`config.mk`:
```
export PLATFORM = sky130hd
export DESIGN_NAME = mc_control
export DESIGN_NICKNAME = d
export VERILOG_FILES = /design/src/rtl/mc_control.sv
export SDC_FILE = /design/constraint.sdc
export NUM_CORES = 1
export LEC_CHECK = 0
export CAP_MARGIN = 25
export CORE_ASPECT_RATIO = 0.75
export CORE_MARGIN = 2
export CORE_UTILIZATION = 37
export CTS_CLUSTER_DIAMETER = 50
export DETAILED_ROUTE_END_ITERATION = 16
export GPL_ROUTABILITY_DRIVEN = 0
export PLACE_DENSITY_LB_ADDON = 0.3
export REMOVE_ABC_BUFFERS = 1
export SYNTH_ARGS = -nofsm -noshare
export SYNTH_HDL_FRONTEND = slang
export SYNTH_SLANG_ARGS = --single-unit
export TNS_END_PERCENT = 5
```
`constraint.sdc`:
```
create_clock -name clk -period 3.65 [get_ports clk]
set_clock_uncertainty 0.1 [all_clocks]
set_input_delay 0.73 -clock clk [delete_from_list [all_inputs] [get_ports clk]]
set_output_delay 0.73 -clock clk [all_outputs]
set_load 0.05 [all_outputs]
```
`src/rtl/mc_control.sv`:
```
// Multicycle RISC-V control FSM: FETCH/DECODE/EXEC/MEM/WB with a sticky TRAP state.
// Strobes come from the registered state; the instruction fields are captured in DECODE.
module mc_control #(
    parameter int unsigned MEM_TIMEOUT = 15,
    parameter int unsigned TO_W        = 4
) (
    input  logic        clk,
    input  logic        reset_n,
    input  logic [31:0] inst,
    input  logic [31:0] rs1,
    input  logic [31:0] rs2,
    input  logic        mem_ready,
    output logic        mem_req,
    output logic        mem_rw,
    output logic [1:0]  mem_val,
    output logic        ir_wen,
    output logic        pc_wen,
    output logic        rf_wen,
    output logic [2:0]  pc_sel,
    output logic [4:0]  alufun,
    output logic        op1sel,
    output logic [1:0]  op2sel,
    output logic [1:0]  wb_sel,
    output logic [2:0]  state,
    output logic        trap
);

    typedef enum logic [2:0] {
        StFetch  = 3'd0,
        StDecode = 3'd1,
        StExec   = 3'd2,
        StMem    = 3'd3,
        StWb     = 3'd4,
        StTrap   = 3'd5
    } state_e;

    typedef enum logic [2:0] {ClsAlu, ClsLoad, ClsStore, ClsBranch, ClsJal} cls_e;

    localparam logic [4:0] AluAdd   = 5'd0;
    localparam logic [4:0] AluSub   = 5'd1;
    localparam logic [4:0] AluSll   = 5'd2;
    localparam logic [4:0] AluSlt   = 5'd3;
    localparam logic [4:0] AluXor   = 5'd4;
    localparam logic [4:0] AluOr    = 5'd5;
    localparam logic [4:0] AluAnd   = 5'd6;
    localparam logic [4:0] AluCopy2 = 5'd7;

    localparam logic       Op1Rs1  = 1'b0;
    localparam logic       Op1Pc   = 1'b1;
    localparam logic [1:0] Op2Rs2  = 2'd0;
    localparam logic [1:0] Op2ImmI = 2'd1;
    localparam logic [1:0] Op2ImmS = 2'd2;
    localparam logic [1:0] Op2ImmU = 2'd3;

    localparam logic [1:0] WbAlu = 2'd0;
    localparam logic [1:0] WbMem = 2'd1;
    localparam logic [1:0] WbPc4 = 2'd2;

    localparam logic [2:0] PcPlus4 = 3'd0;
    localparam logic [2:0] PcJal   = 3'd2;
    localparam logic [2:0] PcBr    = 3'd3;

    state_e            state_q, state_d;
    logic [TO_W-1:0]   cnt_q, cnt_d;
    cls_e              cls_q, cls_d, dec_cls;
    logic [2:0]        funct3_q, funct3_d;
    logic [4:0]        rd_q, rd_d;
    logic [4:0]        alufun_q, alufun_d, dec_alufun;
    logic              op1sel_q, op1sel_d, dec_op1;
    logic [1:0]        op2sel_q, op2sel_d, dec_op2;
    logic              dec_legal;
    logic              br_taken;
    logic              timed_out;
    logic [1:0]        wb_cls;
    logic              unused_inst;

    logic [6:0] opcode;
    logic [2:0] funct3;
    logic [6:0] funct7;

    assign opcode      = inst[6:0];
    assign funct3      = inst[14:12];
    assign funct7      = inst[31:25];
    assign unused_inst = ^inst[24:15];

    always_comb begin
        dec_legal  = 1'b0;
        dec_cls    = ClsAlu;
        dec_alufun = AluAdd;
        dec_op1    = Op1Rs1;
        dec_op2    = Op2Rs2;
        case (opcode)
            7'b0110011: begin
                if (funct7 == 7'b0000000) begin
                    dec_legal = 1'b1;
                    case (funct3)
                        3'b000:  dec_alufun = AluAdd;
                        3'b001:  dec_alufun = AluSll;
                        3'b100:  dec_alufun = AluXor;
                        3'b110:  dec_alufun = AluOr;
                        default: dec_legal  = 1'b0;
                    endcase
                end else if (funct7 == 7'b0100000 && funct3 == 3'b000) begin
                    dec_legal  = 1'b1;
                    dec_alufun = AluSub;
                end
            end
            7'b0010011: begin
                dec_legal = 1'b1;
                dec_op2   = Op2ImmI;
                case (funct3)
                    3'b000: dec_alufun = AluAdd;
                    3'b010: dec_alufun = AluSlt;
                    3'b110: dec_alufun = AluOr;
                    3'b111: dec_alufun = AluAnd;
                    3'b001: begin
                        dec_alufun = AluSll;
                        dec_legal  = (funct7 == 7'b0000000);
                    end
                    default: dec_legal = 1'b0;
                endcase
            end
            7'b0110111: begin
                dec_legal  = 1'b1;
                dec_op2    = Op2ImmU;
                dec_alufun = AluCopy2;
            end
            7'b0000011: begin
                dec_legal = (funct3 < 3'd3);
                dec_cls   = ClsLoad;
                dec_op2   = Op2ImmI;
            end
            7'b0100011: begin
                dec_legal = (funct3 < 3'd3);
                dec_cls   = ClsStore;
                dec_op2   = Op2ImmS;
            end
            7'b1100011: begin
                dec_legal  = (funct3 != 3'b010) && (funct3 != 3'b011);
                dec_cls    = ClsBranch;
                dec_alufun = AluSub;
            end
            7'b1101111: begin
                dec_legal = 1'b1;
                dec_cls   = ClsJal;
                dec_op1   = Op1Pc;
            end
            default: ;
        endcase
    end

    always_comb begin
        br_taken = 1'b0;
        case (funct3_q)
            3'b000:  br_taken = (rs1 == rs2);
            3'b001:  br_taken = (rs1 != rs2);
            3'b100:  br_taken = ($signed(rs1) < $signed(rs2));
            3'b101:  br_taken = ($signed(rs1) >= $signed(rs2));
            3'b110:  br_taken = (rs1 < rs2);
            3'b111:  br_taken = (rs1 >= rs2);
            default: br_taken = 1'b0;
        endcase
    end

    assign timed_out = (cnt_q == TO_W'(MEM_TIMEOUT));
    assign wb_cls    = (cls_q == ClsLoad) ? WbMem : (cls_q == ClsJal) ? WbPc4 : WbAlu;

    // Instruction fields only move in DECODE; inst is a don't-care elsewhere.
    always_comb begin
        cls_d    = cls_q;
        funct3_d = funct3_q;
        rd_d     = rd_q;
        alufun_d = alufun_q;
        op1sel_d = op1sel_q;
        op2sel_d = op2sel_q;
        if (state_q == StDecode) begin
            cls_d    = dec_cls;
            funct3_d = funct3;
            rd_d     = inst[11:7];
            alufun_d = dec_alufun;
            op1sel_d = dec_op1;
            op2sel_d = dec_op2;
        end
    end

    // The counter only advances while waiting in place, so any exit or mem_ready clears it.
    always_comb begin
        state_d = state_q;
        cnt_d   = '0;
        mem_req = 1'b0;
        mem_rw  = 1'b0;
        mem_val = 2'd0;
        ir_wen  = 1'b0;
        pc_wen  = 1'b0;
        rf_wen  = 1'b0;
        pc_sel  = PcPlus4;
        wb_sel  = WbAlu;
        trap    = 1'b0;
        case (state_q)
            StFetch: begin
                mem_req = 1'b1;
                if (mem_ready) begin
                    ir_wen  = 1'b1;
                    state_d = StDecode;
                end else if (timed_out) begin
                    state_d = StTrap;
                end else begin
                    cnt_d = cnt_q + TO_W'(1);
                end
            end
            StDecode: state_d = dec_legal ? StExec : StTrap;
            StExec: begin
                wb_sel = wb_cls;
                case (cls_q)
                    ClsLoad, ClsStore: state_d = StMem;
                    ClsBranch: begin
                        pc_wen  = 1'b1;
                        pc_sel  = br_taken ? PcBr : PcPlus4;
                        state_d = StFetch;
                    end
                    ClsJal: begin
                        pc_sel  = PcJal;
                        state_d = StWb;
                    end
                    default: state_d = StWb;
                endcase
            end
            StMem: begin
                mem_req = 1'b1;
                mem_rw  = (cls_q == ClsStore);
                mem_val = (funct3_q[1:0] == 2'b10) ? 2'd0 : (funct3_q[1:0] == 2'b01) ? 2'd1 : 2'd2;
                wb_sel  = wb_cls;
                if (mem_ready) begin
                    if (cls_q == ClsStore) begin
                        pc_wen  = 1'b1;
                        state_d = StFetch;
                    end else begin
                        state_d = StWb;
                    end
                end else if (timed_out) begin
                    state_d = StTrap;
                end else begin
                    cnt_d = cnt_q + TO_W'(1);
                end
            end
            StWb: begin
                rf_wen  = (rd_q != 5'd0);
                pc_wen  = 1'b1;
                pc_sel  = (cls_q == ClsJal) ? PcJal : PcPlus4;
                wb_sel  = wb_cls;
                state_d = StFetch;
            end
            StTrap: begin
                trap    = 1'b1;
                state_d = StTrap;
            end
            default: state_d = StTrap;
        endcase
    end

    always_ff @(posedge clk or negedge reset_n) begin
        if (!reset_n) begin
            state_q  <= StFetch;
            cnt_q    <= '0;
            cls_q    <= ClsAlu;
            funct3_q <= 3'd0;
            rd_q     <= 5'd0;
            alufun_q <= AluAdd;
            op1sel_q <= Op1Rs1;
            op2sel_q <= Op2Rs2;
        end else begin
            state_q  <= state_d;
            cnt_q    <= cnt_d;
            cls_q    <= cls_d;
            funct3_q <= funct3_d;
            rd_q     <= rd_d;
            alufun_q <= alufun_d;
            op1sel_q <= op1sel_d;
            op2sel_q <= op2sel_d;
        end
    end

    assign state  = state_q;
    assign alufun = alufun_q;
    assign op1sel = op1sel_q;
    assign op2sel = op2sel_q;

endmodule
```
==> results of run 1 <==
==> kinds of logic after synthesis <==
logic type               Yosys count  share of synthesized area (%)
AND/OR/NAND/NOR                  123                           24.0
multiplexers                       3                           1.20
buffers and inverters             58                           9.18
XOR/XNOR                           6                           2.11
flip-flops                        23                           23.1
other                              1                          0.150
AO/OA/AOI/OAI                     84                           21.7
adder cells (fa/ha/maj)           37                           18.6
==> power groups by stage <==
stage	logic (W)	registers, W	clock network, W
2_1_floorplan	0.000376	0.000474	0
3_3_place_gp	0.000734	0.000400	0
3_5_place_dp	0.000756	0.000404	0
4_1_cts	0.000807	0.000399	0.000169
5_1_grt	0.000896	0.000414	0.000177
6_report	0.000817	0.000400	0.000170
==> timing repair <==
| action | in CTS | in global routing |
|---|---|---|
| pin swaps | 34 | 3 |
| gates resized for setup | 228 | 0 |
| buffers inserted | 7 | 1 |
| setup endpoints to repair | 2 | 2 |
| gates cloned | 0 | 0 |
==> through the flow <==
stage	total power (W)	TNS (ns)
2_1_floorplan	0.000850	-1.06
3_3_place_gp	0.00113	-1.47
3_5_place_dp	0.00116	-1.61
4_1_cts	0.00137	-0.432
5_1_grt	0.00149	-0.782
6_report	0.00139	-0.583
==> final cells by class <==
type	instances	area share (%)
multi-input cells	256	49.8
repair buffers	135	29.0
flip-flops and latches	23	13.8
inverters	43	3.92
well taps	81	2.42
clock buffers	3	0.987
clock inverters	1	0.120
==> how the worst min path moves through the flow <==
stage                     end  slack [ns]  startpoint
floorplan           alufun[0]        0.33     reset_n
global placement      rd_q[0]        0.36     rd_q[0]
detailed placement    rd_q[0]        0.36     rd_q[0]
CTS                   rd_q[0]        0.39     rd_q[0]
global route          rd_q[2]        0.43     rd_q[2]
finish                rd_q[0]        0.38     rd_q[0]
==> worst max-delay path: stages <==
cell	delay [ns]
buf_2	0.12
ha_4	0.27
nand4_1	0.11
or4_4	0.54
or3b_4	0.41
mux2i_1	0.15
a221oi_2	0.29
o21ai_1	0.11
o311ai_1	0.10
bufbuf_16	0.33
==> layout by cell type (no fill, tap or decap), types with 4 or more instances in the layout <==
cell | synthesis | final
nor3_1 | 7 | 7
ha_4 | 0 | 26
and3_1 | 5 | 4
dfrtp_1 | 23 | 23
nand3_1 | 5 | 5
ha_1 | 37 | 11
nand2b_1 | 5 | 5
nor2_1 | 23 | 23
nand4_1 | 8 | 8
o21ai_0 | 13 | 12
inv_1 | 42 | 17
xnor2_1 | 4 | 4
a21oi_1 | 26 | 26
o31ai_1 | 4 | 4
nand2_1 | 52 | 51
buf_4 | 3 | 26
inv_2 | 1 | 25
clkdlybuf4s50_1 | 0 | 46
buf_2 | 0 | 22
o21ai_1 | 5 | 6
dlygate4sd2_1 | 0 | 20
clkdlybuf4s15_1 | 0 | 8
buf_6 | 0 | 10
==> state kept, by name, summed over array words and instances (netlist names) <==
name,flops
rd_q,5
funct3_q,3
op2sel,2
cnt_q,4
cls_q,3
alufun,3
state,3
==> layer usage <==
metal  GRT usage (%)  up-vias  wire length (µm)
met4            2.28        0                47
met3            3.53        6               471
met2            40.9       99              3960
met5               0        -                 0
li1                -     1432                 -
met1            27.1     1351              3580
==> impl_metrics.yaml, run 1 <==
sta:
  rsz0062_at_grt: "yes"
  slew_violations: 0
  slew_headroom_pct: 62.3
  fmaxAchievable_ghz: 0.250
  final_hold_viol_count: 0
  fin_crit_ns: 4.00
  setup_violations: 2
  min_period_over_period_pct: 110
  worst_pin_slew_ns: 0.566
  timing.hold.ws_ns: 0.384
  setup_ws_ns: -0.348
power_and_ir_drop:
  switching_share_pct: 45.7
  p_leak_nw: 1.83
  internal_power_w: 0.000753
  power.switching_w: 0.000634
  comb_power_share_pct: 58.9
  peakVddDrop_mv: 0.169
  power_density_mw_per_mm2: 331
  p_clk_share_pct: 12.3
  power_frac_seq_pct: 28.8
yosys:
  synth_top_area_share_pct: 23.1
  synth_area_leader_cell: "dfrtp_1"
  synth_edf_count: 0
  yosys_warnings: 0
  yosysMostFrequentCell: "nand2_1"
  ys_ff_latch: 23
  syn_inst: 335
  syn_avg_cell_area_um2: 7.44
  ys_seq_area_share_pct: 23.1
  syn_area_mm2: 0.00249
  ys_types: 53
  synth_area_leaders: "dfrtp_1, ha_1, nand2_1, inv_1, a21oi_1"
  synth-async-reset-ratio_pct: 100
  synth_flop_cell: "dfrtp_1"
  yosys-top-cells-count: "nand2_1, inv_1, ha_1"
placement:
  dpl_cell_area_mm2: 0.00380
  dp_hpwl_um: 6000
  port_buffers: 109
  pre_cts_ws_ns: -0.820
  numPlacedInstances: 530
clocking:
  cts_buffer_depth: 2
  clk_pin_slew_ns: 0.09
  clk_latency_ns: 0.27
  cts_tree: "done"
  numCtsBuffers: 3
  cts_hold_buf: 0
  ctsHtreeMaxLevel: 1
  cts_root_buf: "clkbuf_8"
  cts_sinks: 23
routing:
  post-route-drc-count: 0
  vias_per_cell: 5.33
  drt-initial-drc-count: 109
  drt_wl_total_um: 8060
  drtPass1Iterations: 4
  wl_per_cell_um: 14.9
  vias: 2888
  antenna_left: 0
final_layout:
  finalNonFillerCells: 542
  final_area_mm2: 0.00419
  area_growth_syn_to_layout_pct: 67.8
  final.fill_count: 573
  drive_gt1_share_pct: 28.0
  nNetsFinal: 598
  fin_util_pct: 65.3
  seq_area_um2: 576
  multi_input_area_mm2: 0.00208
  antenna_cells: 0
critical_path:
  r2r_cells: 6
  critPathKind: "in2out"
  reg2reg_from: "state[2]"
  rrSetupSlack_ns: 1.69
  worstSetupEndpointType: "output pin"
  r2r_end: "alufun[1]"
  start_kind: "input pin"
  startpoint: "rs1[23]"
  cp_max_fo: 3
  endpoint: "pc_sel[1]"
  cp.arrival_ns: 3.17
  cp.required_ns: 2.82
grt:
  grt_pass1_wl_um: 13300
  grt_usage_pct: 21.6
  antenna_found_initial: 0
  grt_max_degree: 20
  grt_pass1_vias: 2897
  grt-ovfl-total: 0
run_status:
  status: "complete, but fails checks"
  violations: "negative setup slack"
die:
  die_w_um: 98.8
  coreArea_mm2: 0.00641
  rows: 25
  start_util_pct: 38.9
  die_h_um: 75.1
  design.die.area_mm2: 0.00742
  io_pins: 123
hold_path:
  min_path_cells: 2
  hold_path.class: "reg2reg"
flow_run:
  cap_violations: 0
Note: power is estimated with default switching activity, not from simulation.
==> run 2: changes to the inputs <==
--- a/config.mk
+++ b/config.mk
@@ -5,13 +5,13 @@
 export SDC_FILE = /design/constraint.sdc
 export NUM_CORES = 1
 export LEC_CHECK = 0
-export CAP_MARGIN = 25
 export CORE_ASPECT_RATIO = 0.75
 export CORE_MARGIN = 2
 export CORE_UTILIZATION = 37
 export CTS_CLUSTER_DIAMETER = 50
 export DETAILED_ROUTE_END_ITERATION = 16
 export GPL_ROUTABILITY_DRIVEN = 0
+export GPL_TIMING_DRIVEN = 1
 export PLACE_DENSITY_LB_ADDON = 0.3
 export REMOVE_ABC_BUFFERS = 1
 export SYNTH_ARGS = -nofsm -noshare
==> run 2 against run 1 <==
The run still ends with negative setup slack left. Worst hold slack lost 0.0044 ns. Fmax grew 2.5%. Clock-buffer cell count grew 1. Flip-flop and latch count is the same. Worst setup slack gained 0.098 ns. Utilization shrank 0.60 points. Clock power is essentially flat. Die area is the same. Final cell count shrank 0.37%. Critical path depth is the same. Critical endpoint unchanged.
==> impl_metrics.yaml, run 2 (synthesis gave the netlist of run 1 again) <==
critical_path:
  start_kind: "input pin"
  endpoint: "pc_sel[1]"
  rrSetupSlack_ns: 1.75
  startpoint: "rs1[25]"
  cp.required_ns: 2.82
  worstSetupEndpointType: "output pin"
  cp_max_fo: 3
  r2r_cells: 6
  critPathKind: "in2out"
  r2r_end: "alufun[1]"
  cp.arrival_ns: 3.07
  reg2reg_from: "state[2]"
die:
  start_util_pct: 38.9
  design.die.area_mm2: 0.00742
  rows: 25
  coreArea_mm2: 0.00641
  die_h_um: 75.1
  io_pins: 123
  die_w_um: 98.8
grt:
  grt_max_degree: 24
  antenna_found_initial: 0
  grt_pass1_vias: 2815
  grt_usage_pct: 20.9
  grt-ovfl-total: 0
  grt_pass1_wl_um: 12800
hold_path:
  hold_path.class: "reg2reg"
  min_path_cells: 2
clocking:
  cts_sinks: 23
  numCtsBuffers: 3
  cts_tree: "done"
  cts_buffer_depth: 2
  ctsHtreeMaxLevel: 1
  clk_latency_ns: 0.28
  clk_pin_slew_ns: 0.08
  cts_root_buf: "clkbuf_8"
sta:
  fin_crit_ns: 3.90
  min_period_over_period_pct: 107
  setup_violations: 2
  setup_ws_ns: -0.250
  fmaxAchievable_ghz: 0.256
  worst_pin_slew_ns: 1.05
  slew_violations: 0
  final_hold_viol_count: 0
  slew_headroom_pct: 29.5
  rsz0062_at_grt: "yes"
final_layout:
  drive_gt1_share_pct: 27.5
  top_register: "rd_q"
  final_cell_mix: "nand2_1, clkdlybuf4s50_1, a21oi_1"
  nNetsFinal: 596
  final.fill_count: 556
  final_common_cell: "nand2_1"
  top_regs: "rd_q: 5 flops, cnt_q: 4 flops"
  antenna_cells: 0
  largest_reg_flops: 5
  fin_util_pct: 64.7
  area_growth_syn_to_layout_pct: 66.3
placement:
  port_buffers: 109
  dp_hpwl_um: 5890
power_and_ir_drop:
  p_total_w: 0.00137
  p_leak_nw: 1.81
  power_density_mw_per_mm2: 331
  peakVddDrop_mv: 0.160
routing:
  drt-initial-drc-count: 115
  vias_per_cell: 5.31
  antenna_left: 0
  wl_per_cell_um: 14.3
  drtPass1Iterations: 4
  vias: 2870
  drt_wl_total_um: 7720
  post-route-drc-count: 0
flow_run:
  cap_violations: 0
run_status:
  status: "complete, but fails checks"
  violations: "negative setup slack"
## run 2: final cells by class
| class | instances | area [µm²] | share of cell area, % |
|---|---|---|---|
| clock buffer | 4 | 45.0 | 1.09 |
| inverter | 43 | 164 | 3.95 |
| multi-input combinational | 256 | 2090 | 50.3 |
| sequential | 23 | 576 | 13.9 |
| tap | 81 | 101 | 2.44 |
| timing repair buffer | 133 | 1170 | 28.3 |
## run 2: timing repair
item / in CTS / in global routing
pin swaps: 35 / 3
buffers inserted: 7 / 0
resized for setup: 224 / 2
endpoints found under the setup margin: 2 / 2
hold buffers: 0 / 0
## run 2: worst max-delay path, stage by stage
cell	delay (ns)
buf_2	0.12
ha_4	0.27
nand4_1	0.13
or4_4	0.51
or3b_4	0.41
mux2i_1	0.14
a221oi_2	0.30
o21ai_1	0.11
o311ai_2	0.11
clkbuf_16	0.23
## run 2: through the flow
stage | TNS (ns) | setup slack, ns | hold WS [ns] | cell area (µm²) | cells
6_report | -0.487 | -0.250 | 0.380 | 4150 | 540
5_1_grt | -0.732 | -0.379 | 0.427 | 4150 | 540
4_1_cts | -0.448 | -0.276 | 0.384 | 4150 | 540
3_5_place_dp | -1.64 | -0.836 | 0.364 | 3770 | 529
3_3_place_gp | -1.47 | -0.744 | 0.362 | 3770 | 529
2_1_floorplan | -1.06 | -0.682 | 0.334 | 2430 | 322
## run 2: how the worst min path moves through the flow
stage,from,end,slack [ns]
after CTS,rd_q[0],rd_q[0],0.38
final,rd_q[0],rd_q[0],0.38
after global routing,alufun[1],alufun[1],0.43
after detailed placement,rd_q[0],rd_q[0],0.36
after floorplan,reset_n,alufun[0],0.33
after global placement,rd_q[0],rd_q[0],0.36
## run 2: power by group
group / switching (W) / leakage, nW / internal (W)
Combinational: 0.000462 / 1.49 / 0.000342
Clock: 0.0000899 / 0.0228 / 0.0000783
Sequential: 0.0000710 / 0.295 / 0.000328
## run 2: per-layer routing
layer / wire length [µm] / share of wire [%] / GRT usage (%)
met4: 80 / 1.0 / 3.81
met3: 398 / 5.2 / 3.16
met1: 3520 / 46 / 27.1
met2: 3730 / 48 / 38.1
met5: 0 / 0 / 0
==> run 3: changes to the inputs <==
--- a/config.mk
+++ b/config.mk
@@ -5,9 +5,11 @@
 export SDC_FILE = /design/constraint.sdc
 export NUM_CORES = 1
 export LEC_CHECK = 0
+export CELL_PAD_IN_SITES_DETAIL_PLACEMENT = 0
+export CELL_PAD_IN_SITES_GLOBAL_PLACEMENT = 2
 export CORE_ASPECT_RATIO = 0.75
 export CORE_MARGIN = 2
-export CORE_UTILIZATION = 37
+export CORE_UTILIZATION = 19
 export CTS_CLUSTER_DIAMETER = 50
 export DETAILED_ROUTE_END_ITERATION = 16
 export GPL_ROUTABILITY_DRIVEN = 0
==> run 3 against run 2 <==
The run still ends with negative setup slack left. Global-route usage fell by 9.2 points. Highest routed layer is now met3. Sequential share of layout area down 0.28 points. Critical path type unchanged. Register-to-register slack worse by 0.15 ns.
==> impl_metrics.yaml, run 3 (synthesis gave the netlist of run 1 again) <==
run_status:
  status: "complete, but fails checks"
  violations: "negative setup slack"
grt:
  grt-ovfl-total: 0
  grt_max_degree: 24
  grt_usage_pct: 11.7
  antenna_found_initial: 0
  grt_pass1_vias: 2662
  grt_pass1_wl_um: 13400
final_layout:
  fin_util_pct: 32.8
  top_register: "rd_q"
  top_regs: "rd_q: 5 flops, cnt_q: 4 flops"
  nNetsFinal: 595
  drive_gt1_share_pct: 30.3
  largest_reg_flops: 5
  antenna_cells: 0
  area_growth_syn_to_layout_pct: 69.6
  final_common_cell: "nand2_1"
  final_cell_mix: "nand2_1, clkdlybuf4s50_1, a21oi_1"
die:
  die_h_um: 103
  coreArea_mm2: 0.0129
  design.die.area_mm2: 0.0141
  start_util_pct: 19.4
  io_pins: 123
  rows: 36
  die_w_um: 136
power_and_ir_drop:
  internal_power_w: 0.000818
  p_total_w: 0.00144
  comb_power_share_pct: 55.8
  power.switching_w: 0.000619
  power_frac_seq_pct: 27.9
  p_leak_nw: 1.81
  switching_share_pct: 43.1
  p_clk_share_pct: 16.3
  peakVddDrop_mv: 0.220
  power_density_mw_per_mm2: 340
routing:
  post-route-drc-count: 0
  drtPass1Iterations: 4
  wl_per_cell_um: 13.1
  antenna_left: 0
  drt-initial-drc-count: 62
  drt_wl_total_um: 8260
  vias: 2785
  vias_per_cell: 4.43
sta:
  final_hold_viol_count: 0
  fin_crit_ns: 3.92
  worst_pin_slew_ns: 1.04
  setup_violations: 2
  slew_headroom_pct: 30.4
  fmaxAchievable_ghz: 0.255
  rsz0062_at_grt: "yes"
  min_period_over_period_pct: 107
  setup_ws_ns: -0.270
  slew_violations: 0
critical_path:
  cp.required_ns: 2.82
  crit_family: "simple AND/OR/NAND/NOR gates"
  worst-path-buf-inv: 3
  slowest_delay_ns: 0.52
  critPathKind: "in2out"
  worstSetupEndpointType: "output pin"
  critical-path-slowest-cell: "or4_4"
  crit_chain: "buf_6 -> inv_2 -> ha_4 -> nand4_1 -> or4_4 -> or3b_4 -> mux2i_1 -> a221oi_2 -> o21ai_1 -> o311ai_2 -> clkbuf_16"
  cp.arrival_ns: 3.09
  cp_max_fo: 3
  start_kind: "input pin"
clocking:
  cts_sinks: 23
  clk_pin_slew_ns: 0.06
  cts_tree: "done"
  cts_root_buf: "clkbuf_16"
  clk_latency_ns: 0.25
  numCtsBuffers: 3
  ctsHtreeMaxLevel: 1
  cts_buffer_depth: 2
placement:
  dp_hpwl_um: 6640
  port_buffers: 109
  pre_cts_ws_ns: -0.833
hold_path:
  hold_path.class: "reg2reg"
flow_run:
  cap_violations: 0
## run 3: changes by cell type in the layout (fill, tap and decap cells not counted), sizes merged
cell / before / now
buf: 58 / 64
clkbuf: 5 / 14
clkdlybuf4s15: 6 / 0
dlygate4sd2: 22 / 12
## run 3: area by class of cell
type | instances | area (µm²)
clock buffers | 4 | 78.8
fillers | 1411 | 8650
inverters | 43 | 164
multi-input cells | 256 | 2050
flip-flops and latches | 23 | 576
well taps | 171 | 214
repair buffers | 132 | 1140
## run 3: per-layer routing
metal	GRT usage, %	vias to the layer above	part of all wire (%)
met3	1.56	0	5.1
li1	-	1423	-
met5	0	-	0
met1	17.4	1288	51
met2	18.7	74	44
met4	1.44	0	0
## run 3: worst paths after layout
path / start / end / slack (ns) / depth (start not counted)
setup / recovery: rs2[27] / pc_sel[1] / -0.27 / 11
hold / removal: rd_q[0] / rd_q[0] / 0.38 / 2
min in group asynchronous: reset_n / cnt_q[1] / 0.95 / 1
max in group asynchronous: reset_n / rd_q[1] / 1.88 / 1
setup reg to reg: state[2] / alufun[1] / 1.60 / 6
hold reg to reg: rd_q[0] / rd_q[0] / 0.38 / 2
## run 3: what timing repair did
item	in CTS	in global routing
pin swaps	36	10
setup buffers	2	0
setup endpoints to repair	2	2
endpoints found under the hold margin	0	0
resized for setup	245	18
hold buffers	0	0
## run 3: tightest hold or removal path: cells and delay by family (launching register included)
kind             cells  cell delay [ns]
DFF                  1             0.34
and+or+nand+nor      2             0.10
## run 3: power by group through the flow
stage	clock network [W]	logic, W	registers (W)
5_1_grt	0.000255	0.000888	0.000413
6_report	0.000235	0.000802	0.000401
4_1_cts	0.000243	0.000812	0.000401
3_5_place_dp	0	0.000766	0.000405
3_3_place_gp	0	0.000763	0.000404
2_1_floorplan	0	0.000376	0.000474
## run 3: per-stage QoR
| stage | instance area [µm²] | TNS, ns | hold slack, ns | std cells |
|---|---|---|---|---|
| finish | 4230 | -0.492 | 0.381 | 629 |
| global route | 4230 | -0.737 | 0.402 | 629 |
| CTS | 4270 | -0.540 | 0.382 | 629 |
| detailed placement | 3910 | -1.64 | 0.367 | 623 |
| global placement | 3910 | -1.57 | 0.365 | 623 |
| floorplan | 2430 | -1.06 | 0.334 | 322 |
